==> config.mk <==
export PLATFORM = sky130hd
export DESIGN_NAME = load_align_unit
export DESIGN_NICKNAME = d
export VERILOG_FILES = /design/src/rtl/load_align_unit.sv
export SDC_FILE = /design/constraint.sdc
export NUM_CORES = 1
export LEC_CHECK = 0
export CAP_MARGIN = 30
export CORE_MARGIN = 1.5
export CORE_UTILIZATION = 45
export DETAILED_ROUTE_END_ITERATION = 6
export DONT_BUFFER_PORTS = 1
export PLACE_DENSITY = 0.7
export SETUP_SLACK_MARGIN = 0.02
export SLEW_MARGIN = 20
export SYNTH_ARGS = -nofsm -noshare
export SYNTH_HDL_FRONTEND = slang
export SYNTH_SLANG_ARGS = --single-unit
==> constraint.sdc <==
create_clock -name clk -period 1.9 [get_ports clk]
set_input_delay 0.19 -clock clk [delete_from_list [all_inputs] [get_ports clk]]
set_output_delay 0.19 -clock clk [all_outputs]
set_load 0.01 [all_outputs]
==> src/rtl/load_align_unit.sv <==
// Load unit: issues one aligned memory read per load, then lane-selects and
// sign/zero-extends the returned data, reporting misaligned/illegal/bus/timeout errors.
module load_align_unit #(
  parameter int XLEN    = 32,
  parameter int ADDR_W  = 32,
  parameter int TIMEOUT = 255
) (
  input  logic              clk,
  input  logic              rst_n,
  input  logic              ld_valid,
  output logic              ld_ready,
  input  logic [ADDR_W-1:0] ld_addr,
  input  logic [2:0]        ld_type,
  input  logic [4:0]        ld_rd,
  output logic              mem_req_valid,
  input  logic              mem_req_ready,
  output logic [ADDR_W-1:0] mem_req_addr,
  input  logic              mem_rsp_valid,
  input  logic [XLEN-1:0]   mem_rsp_data,
  input  logic              mem_rsp_err,
  output logic              res_valid,
  input  logic              res_ready,
  output logic [XLEN-1:0]   res_data,
  output logic [4:0]        res_rd,
  output logic              res_err,
  output logic [1:0]        res_err_code
);

  // state | meaning
  // IDLE  | ready for a load request
  // REQ   | aligned read request held until memory accepts it
  // WAIT  | waiting for read data, timeout counter running
  // RESP  | result (or error) presented until consumer accepts it

  localparam int OFFS  = $clog2(XLEN / 8);
  localparam int CNT_W = (TIMEOUT > 0) ? $clog2(TIMEOUT + 1) : 1;
  localparam logic [CNT_W-1:0] TO_LAST = (TIMEOUT > 0) ? CNT_W'(TIMEOUT - 1) : '0;

  localparam logic [2:0] T_LB  = 3'b000;
  localparam logic [2:0] T_LH  = 3'b001;
  localparam logic [2:0] T_LW  = 3'b010;
  localparam logic [2:0] T_LD  = 3'b011;
  localparam logic [2:0] T_LBU = 3'b100;
  localparam logic [2:0] T_LHU = 3'b101;
  localparam logic [2:0] T_LWU = 3'b110;

  localparam logic [1:0] ERR_MISAL   = 2'b00;
  localparam logic [1:0] ERR_ILLEGAL = 2'b01;
  localparam logic [1:0] ERR_BUS     = 2'b10;
  localparam logic [1:0] ERR_TIMEOUT = 2'b11;

  typedef enum logic [1:0] {IDLE, REQ, WAIT, RESP} state_t;

  state_t            state, state_nxt;
  logic [OFFS-1:0]   offs_q;
  logic [2:0]        type_q;
  logic [4:0]        rd_q;
  logic [CNT_W-1:0]  cnt;

  logic              req_illegal;
  logic              req_misal;
  logic [XLEN-1:0]   lane;
  logic [XLEN-1:0]   ext;

  logic              cap;
  logic              cap_err;
  logic [1:0]        cap_code;
  logic [XLEN-1:0]   cap_data;
  logic [4:0]        cap_rd;

  // Request classification on the incoming (not yet latched) request.
  always_comb begin
    req_illegal = (ld_type == 3'b111) ||
                  ((XLEN == 32) && ((ld_type == T_LD) || (ld_type == T_LWU)));
    req_misal = 1'b0;
    case (ld_type)
      T_LH, T_LHU: req_misal = ld_addr[0];
      T_LW, T_LWU: req_misal = |ld_addr[1:0];
      T_LD:        req_misal = |ld_addr[2:0];
      default:     req_misal = 1'b0;
    endcase
  end

  always_comb begin
    lane = mem_rsp_data >> {offs_q, 3'b000};
    ext  = lane;
    case (type_q)
      T_LB:    ext = XLEN'($signed(lane[7:0]));
      T_LBU:   ext = XLEN'(lane[7:0]);
      T_LH:    ext = XLEN'($signed(lane[15:0]));
      T_LHU:   ext = XLEN'(lane[15:0]);
      T_LW:    ext = XLEN'($signed(lane[31:0]));
      T_LWU:   ext = XLEN'(lane[31:0]);
      default: ext = lane;
    endcase
  end

  always_comb begin
    state_nxt     = state;
    ld_ready      = 1'b0;
    mem_req_valid = 1'b0;
    cap           = 1'b0;
    cap_err       = 1'b0;
    cap_code      = ERR_MISAL;
    cap_data      = '0;
    cap_rd        = rd_q;
    case (state)
      IDLE: begin
        ld_ready = 1'b1;
        if (ld_valid) begin
          cap_rd = ld_rd;
          if (req_illegal) begin
            state_nxt = RESP;
            cap       = 1'b1;
            cap_err   = 1'b1;
            cap_code  = ERR_ILLEGAL;
          end else if (req_misal) begin
            state_nxt = RESP;
            cap       = 1'b1;
            cap_err   = 1'b1;
            cap_code  = ERR_MISAL;
          end else begin
            state_nxt = REQ;
          end
        end
      end
      REQ: begin
        mem_req_valid = 1'b1;
        if (mem_req_ready) state_nxt = WAIT;
      end
      WAIT: begin
        // A response in the expiry cycle takes precedence over the timeout.
        if (mem_rsp_valid) begin
          state_nxt = RESP;
          cap       = 1'b1;
          cap_err   = mem_rsp_err;
          cap_code  = mem_rsp_err ? ERR_BUS : 2'b00;
          cap_data  = mem_rsp_err ? '0 : ext;
        end else if ((TIMEOUT > 0) && (cnt == TO_LAST)) begin
          state_nxt = RESP;
          cap       = 1'b1;
          cap_err   = 1'b1;
          cap_code  = ERR_TIMEOUT;
        end
      end
      RESP: begin
        if (res_ready) state_nxt = IDLE;
      end
      default: state_nxt = IDLE;
    endcase
  end

  assign res_valid = (state == RESP);

  always_ff @(posedge clk or negedge rst_n) begin
    if (!rst_n) state <= IDLE;
    else        state <= state_nxt;
  end

  always_ff @(posedge clk or negedge rst_n) begin
    if (!rst_n) begin
      offs_q       <= '0;
      type_q       <= '0;
      rd_q         <= '0;
      mem_req_addr <= '0;
      cnt          <= '0;
      res_data     <= '0;
      res_rd       <= '0;
      res_err      <= 1'b0;
      res_err_code <= 2'b00;
    end else begin
      if ((state == IDLE) && ld_valid) begin
        offs_q       <= ld_addr[OFFS-1:0];
        type_q       <= ld_type;
        rd_q         <= ld_rd;
        mem_req_addr <= {ld_addr[ADDR_W-1:OFFS], {OFFS{1'b0}}};
      end
      if (state == REQ)       cnt <= '0;
      else if (state == WAIT) cnt <= cnt + 1'b1;
      if (cap) begin
        res_data     <= cap_data;
        res_rd       <= cap_rd;
        res_err      <= cap_err;
        res_err_code <= cap_code;
      end
    end
  end

endmodule

==> results of run 1 <==
cells by family after synthesis:
family | share of synthesized area (%)
DFF | 53.36
muxes | 20.55
AOI/OAI and AO/OA | 13.25
and+or+nand+nor | 6.730
buffers and inverters | 3.617
adders and majority gates | 1.779
xor gates and xnor gates | 0.6227
other | 0.08886
routing by layer:
metal	wire, um	track usage (%)	vias up
met3	1006	7.312	8
met4	94	6.934	0
met1	4154	25.44	1445
met2	5098	34.54	134
met5	0	0	-
li1	-	-	1344
layout make-up:
cell class | instances | area (um2) | share of cell area, %
clock buffers | 10 | 137.6 | 2.654
clock inverters | 6 | 71.32 | 1.375
inverters | 9 | 33.78 | 0.6515
multi-input cells | 217 | 1856 | 35.79
flip-flops and latches | 90 | 2252 | 43.44
well taps | 111 | 138.9 | 2.679
repair buffers | 66 | 695.7 | 13.42
synthesized netlist by cell type (all sizes together) (2+ instances only):
master | n | area share, %
a21oi | 13 | 1.5
ha | 6 | 1.8
o22ai | 2 | 0.30
clkbuf | 3 | 0.27
nand3 | 4 | 0.59
a22o | 3 | 0.62
inv | 9 | 0.80
dfrtp | 90 | 53
buf | 18 | 2.5
nor3b | 2 | 0.47
a221o | 9 | 2.4
nor2b | 2 | 0.30
nor2 | 17 | 1.5
o21ai | 8 | 0.95
o2bb2ai | 14 | 2.9
mux2 | 51 | 14
a32o | 7 | 1.7
nand2b | 4 | 0.59
xnor2 | 2 | 0.42
mux2i | 27 | 6.4
nand4 | 3 | 0.44
nand2 | 21 | 1.9
a211o | 7 | 1.7
registers in the layout, summed over array words and instances, names as in the netlist:
name / count
cnt: 8
mem_req_addr: 30
offs_q: 2
rd_q: 5
res_data: 32
res_err: 1
res_err_code: 2
res_rd: 5
state: 2
type_q: 3
through the flow:
step                instances  TNS, ns  power, W
floorplan                 337        0  0.005995
global placement          443        0  0.006727
detailed placement        443  -0.2184  0.006846
CTS                       507        0  0.008308
global route              509        0  0.008871
finish                    509        0  0.008385
worst max path at each step:
stage | end | cells past startpoint
6_report | res_data[21] | 5
3_3_place_gp | res_data[27] | 7
2_1_floorplan | mem_req_addr[10] | 6
5_1_grt | res_data[28] | 7
4_1_cts | res_data[28] | 7
3_5_place_dp | res_data[28] | 7
critical path, stage by stage (launching register included):
cell      delay [ns]
dfrtp_1         0.43
mux2_2          0.38
nor3_1          0.33
a211oi_4        0.07
buf_12          0.17
a211o_2         0.30
power breakdown:
part | leakage (nW) | internal, W | switching (W)
logic | 1.09 | 0.00171 | 0.00142
clock network | 0.0999 | 0.000658 | 0.000716
registers | 1.13 | 0.00281 | 0.00107
total | 2.32 | 0.00518 | 0.00321
what timing repair did:
| action | 4_1_cts | 5_1_grt |
|---|---|---|
| gates cloned | 0 | 1 |
| gates resized for setup | 3 | 2 |
| pin swaps | 0 | 1 |
| hold endpoints to repair | 138 | 90 |
| setup buffers | 0 | 1 |
| endpoints found under the setup margin | 11 | 15 |
==> flow_summary.yaml, run 1 <==
global_routing:
  grt_pass1_wl_um: 15950
  grt_max_degree: 91
  track_usage_pct: 20.82
  antenna_found_initial: 0
  grt_remaining_overflow: 0
  grt_pass1_vias: 3089
floorplan:
  core_mm2: 0.009153
  start_util_pct: 46.11
  die_y_um: 99.84
  io_pins: 154
  rows: 35
  fp.dieW_um: 99.84
  dieArea_mm2: 0.009968
setup_path:
  cp.required_ns: 2.14
  criticalPathCategory: "reg -> reg"
  r2r-start: "offs_q[0]"
  end_kind: "register"
  start_kind: "register"
  crit_arrival_ns: 2.04
  rr_worst_depth: 5
  r2r_slack_ns: 0.10
  crit_path_max_fanout: 16
  r2r_end: "res_data[21]"
  crit_start: "offs_q[0]"
clock_network:
  clk_pin_slew_worst_paths_ns: 0.09
  cts_tree: "done"
  clock-sinks: 90
  cts_made_buffers: 9
  root_buffer: "clkbuf_8"
  clk_latency_ns: 0.36
  h-tree-depth: 3
  hold_buffers: 48
  cts_buffer_depth: 2
final_layout:
  fin_area_mm2: 0.005185
  fin_util_pct: 56.65
  final_nets: 478
  most-common-layout-cells: "dfrtp_1, mux2_2, dlygate4sd3_1"
  antenna_cells: 0
  num-fill-cells: 752
  final_common_cell: "dfrtp_1"
  synthToLayoutAreaGrowth_pct: 22.86
  drive_gt1_share_pct: 28.14
timing:
  fmax_mhz: 557.1
  tightest_slew_ns: 0.5796
  setup_viol: 0
  setup_slack_ns: 0.1049
  finalCritPeriodShare_pct: 94.48
  finalHoldViolCount: 90
  slew-limit-headroom_pct: 61.19
  hold_ws_ns: -0.4817
  slew_viol_final: 0
  clock-skew-final_ns: 0.007160
  rsz0062_at_grt: "false"
  min_period_ns: 1.795
placed_design:
  gp_congestion: 0.7794
  pre_cts_ws_ns: -0.03646
  place_area_mm2: 0.004432
  dp_hpwl_um: 6996
  port_buffers: 0
drt:
  first_pass_iters: 4
  vias_per_cell: 5.758
  drc: 0
  ant_nets: 0
  wl_um: 10350
  dr_total_vias: 2931
  first_iter_violations: 157
  wl_per_cell_um: 20.34
yosys:
  ys_types: 43
  seq_area_frac_synth_pct: 53.36
  synth_edf_count: 0
  synthArstFlopShare_pct: 100.0
  ys_warn_count: 0
  syn_inst: 336
  avgSynthCellArea_um2: 12.56
  synth_area_mm2: 0.004220
  ys.flop_type: "dfrtp_1"
  synth-seq-cells: 90
power_and_ir_drop:
  leakage_nw: 2.317
  peakVddDrop_v: 0.0008330
  power.density_mw_per_mm2: 1617
outcome:
  violations: "negative hold slack"
  outcome: "complete, but fails checks"
min_path:
  hold_class: "in -> async"
run:
  maxCapViolations: 0
(Power assumes the default switching activity.)
==> run 2, diff against run 1 <==
--- a/config.mk
+++ b/config.mk
@@ -10,2 +10,3 @@
 export CORE_UTILIZATION = 45
+export CTS_BUF_LIST = sky130_fd_sc_hd__clkbuf_16
 export DETAILED_ROUTE_END_ITERATION = 6
--- a/constraint.sdc
+++ b/constraint.sdc
@@ -3,2 +3,2 @@
 set_output_delay 0.19 -clock clk [all_outputs]
-set_load 0.01 [all_outputs]
+set_load 0.1 [all_outputs]
==> run 2 against run 1 <==
The run still ends with negative hold slack left; utilization increased by 4.1 points; design area increased by 7.3%; worst hold slack gained 0.029 ns; clock skew is essentially flat; global-route usage is 0.76 points higher; first-iteration DRC count shrank 15%; via count is 8.3% higher; worst setup slack lost 0.036 ns; non-clock buffer count up 53; largest cell class unchanged.
==> flow_summary.yaml, run 2 (synthesis results as in run 1) <==
drt:
  first_iter_violations: 133
  dr_total_vias: 3173
  wl_um: 10530
  drc: 0
  vias_per_cell: 5.646
  first_pass_iters: 5
  wl_per_cell_um: 18.74
  ant_nets: 0
global_routing:
  antenna_found_initial: 0
  track_usage_pct: 21.58
  grt_pass1_wl_um: 16700
  grt_pass1_vias: 3333
  grt_max_degree: 91
  grt_remaining_overflow: 0
timing:
  min_period_ns: 1.831
  finalHoldViolCount: 90
  fmax_mhz: 546.2
  finalCritPeriodShare_pct: 96.37
  setup_viol: 0
  clock-skew-final_ns: 0.007176
  rsz0062_at_grt: "false"
  slew-limit-headroom_pct: 61.58
  slew_viol_final: 0
  tightest_slew_ns: 0.5738
  hold_ws_ns: -0.4526
clock_network:
  cts_buffer_depth: 2
  clk_latency_ns: 0.34
  clock-sinks: 90
  cts_tree: "done"
  clk_pin_slew_worst_paths_ns: 0.06
  cts_made_buffers: 9
  root_buffer: "clkbuf_16"
  h-tree-depth: 3
setup_path:
  r2r_slack_ns: 0.07
  crit_path_max_fanout: 8
  r2r-start: "offs_q[0]"
  crit_path_end: "res_data[17]"
  cp.required_ns: 2.12
  slowest_delay_ns: 0.46
  crit_path_cell_trace: "mux2_2 -> nor3_1 -> a211oi_4 -> buf_4 -> a211o_2"
  path_delay_family: "flip-flops"
  critPathBufInv: 1
  r2r_end: "res_data[17]"
  cp_slowest_cell: "dfrtp_1"
  criticalPathCategory: "reg -> reg"
  crit_start: "offs_q[0]"
  crit_arrival_ns: 2.05
  rr_worst_depth: 5
  end_kind: "register"
  worst-path-stages: 5
  start_kind: "register"
final_layout:
  final_cells: 562
  fin_area_mm2: 0.005562
  antenna_cells: 0
  final_nets: 531
  drive_gt1_share_pct: 40.13
  synthToLayoutAreaGrowth_pct: 31.78
  largest-register: "res_data"
  largest_reg_flops: 32
  most-common-layout-cells: "dfrtp_1, buf_4, mux2_2"
  largest_registers: "res_data (32), mem_req_addr (30), cnt (8)"
  num-fill-cells: 710
  final_common_cell: "dfrtp_1"
floorplan:
  rows: 35
  die_y_um: 99.84
  dieArea_mm2: 0.009968
  io_pins: 154
  start_util_pct: 46.11
  fp.dieW_um: 99.84
  core_mm2: 0.009153
outcome:
  violations: "negative hold slack"
  outcome: "complete, but fails checks"
placed_design:
  port_buffers: 0
  placed_cells: 513
  dp_hpwl_um: 7292
  place_area_mm2: 0.004947
  gp_congestion: 0.8913
run:
  maxCapViolations: 0
min_path:
  hold_class: "in -> async"
run 2: cell count changes in the layout (fill, tap and decap cells not counted), moves of 2 or more:
cell,change
clkinv_4,+3
clkbuf_8,-10
dlygate4sd3_1,-17
ha_2,+2
inv_6,-3
clkbuf_16,+8
buf_4,+73
buf_12,-3
ha_1,-2
clkinv_1,+2
run 2: per-stage QoR:
stage                     setup WS, ns  util [%]  setup TNS, ns
after floorplan                0.02872         -              0
after global placement        -0.01720     54.05        -0.1293
after detailed placement       -0.1068     54.05        -0.9867
after CTS                      0.06328     60.38              0
after global routing           0.03139     60.77              0
final                          0.06902     60.77              0
run 2: cell type report:
class                   instances  area [um2]  share of cell area, %
inverters                       9       33.78                 0.6074
well taps                     111       138.9                  2.497
multi-input cells             217        1866                  33.54
clock inverters                 7       46.29                 0.8324
repair buffers                119       999.7                  17.98
flip-flops and latches         90        2252                  40.49
clock buffers                   9       225.2                  4.049
run 2: per-layer routing:
metal  track usage (%)  vias to the layer above  wire length (um)
li1                  -                     1447                 -
met1             27.39                     1584              4289
met2             35.95                      134              5265
met3             6.267                        8               898
met4             6.501                        0                80
met5                 0                        -                 0
run 2: what timing repair did:
| item | 4_1_cts | 5_1_grt |
|---|---|---|
| hold buffers | 29 | 2 |
| buffers inserted | 2 | 0 |
| gates resized for setup | 1 | 4 |
| endpoints found under the hold margin | 119 | 92 |
| pin swaps | 1 | 0 |
| setup endpoints to repair | 16 | 16 |
run 2: how the worst min path moves through the flow:
stage | slack, ns | startpoint | end
5_1_grt | -0.47 | rst_n | res_data[18]
6_report | -0.45 | rst_n | res_data[18]
4_1_cts | -0.46 | rst_n | res_data[18]
3_5_place_dp | -0.10 | rst_n | res_data[18]
3_3_place_gp | -0.10 | rst_n | rd_q[0]
2_1_floorplan | -0.11 | rst_n | cnt[0]
run 2: worst register-to-register path: stages (launching register included):
cell,delay [ns]
dfrtp_1,0.46
mux2_2,0.38
nor3_1,0.32
a211oi_4,0.08
buf_4,0.18
a211o_2,0.30
Power of run 2 is left out: the tool's default activity adds up to more than one toggle a clock period on the data nets, which glitch-free logic cannot reach.
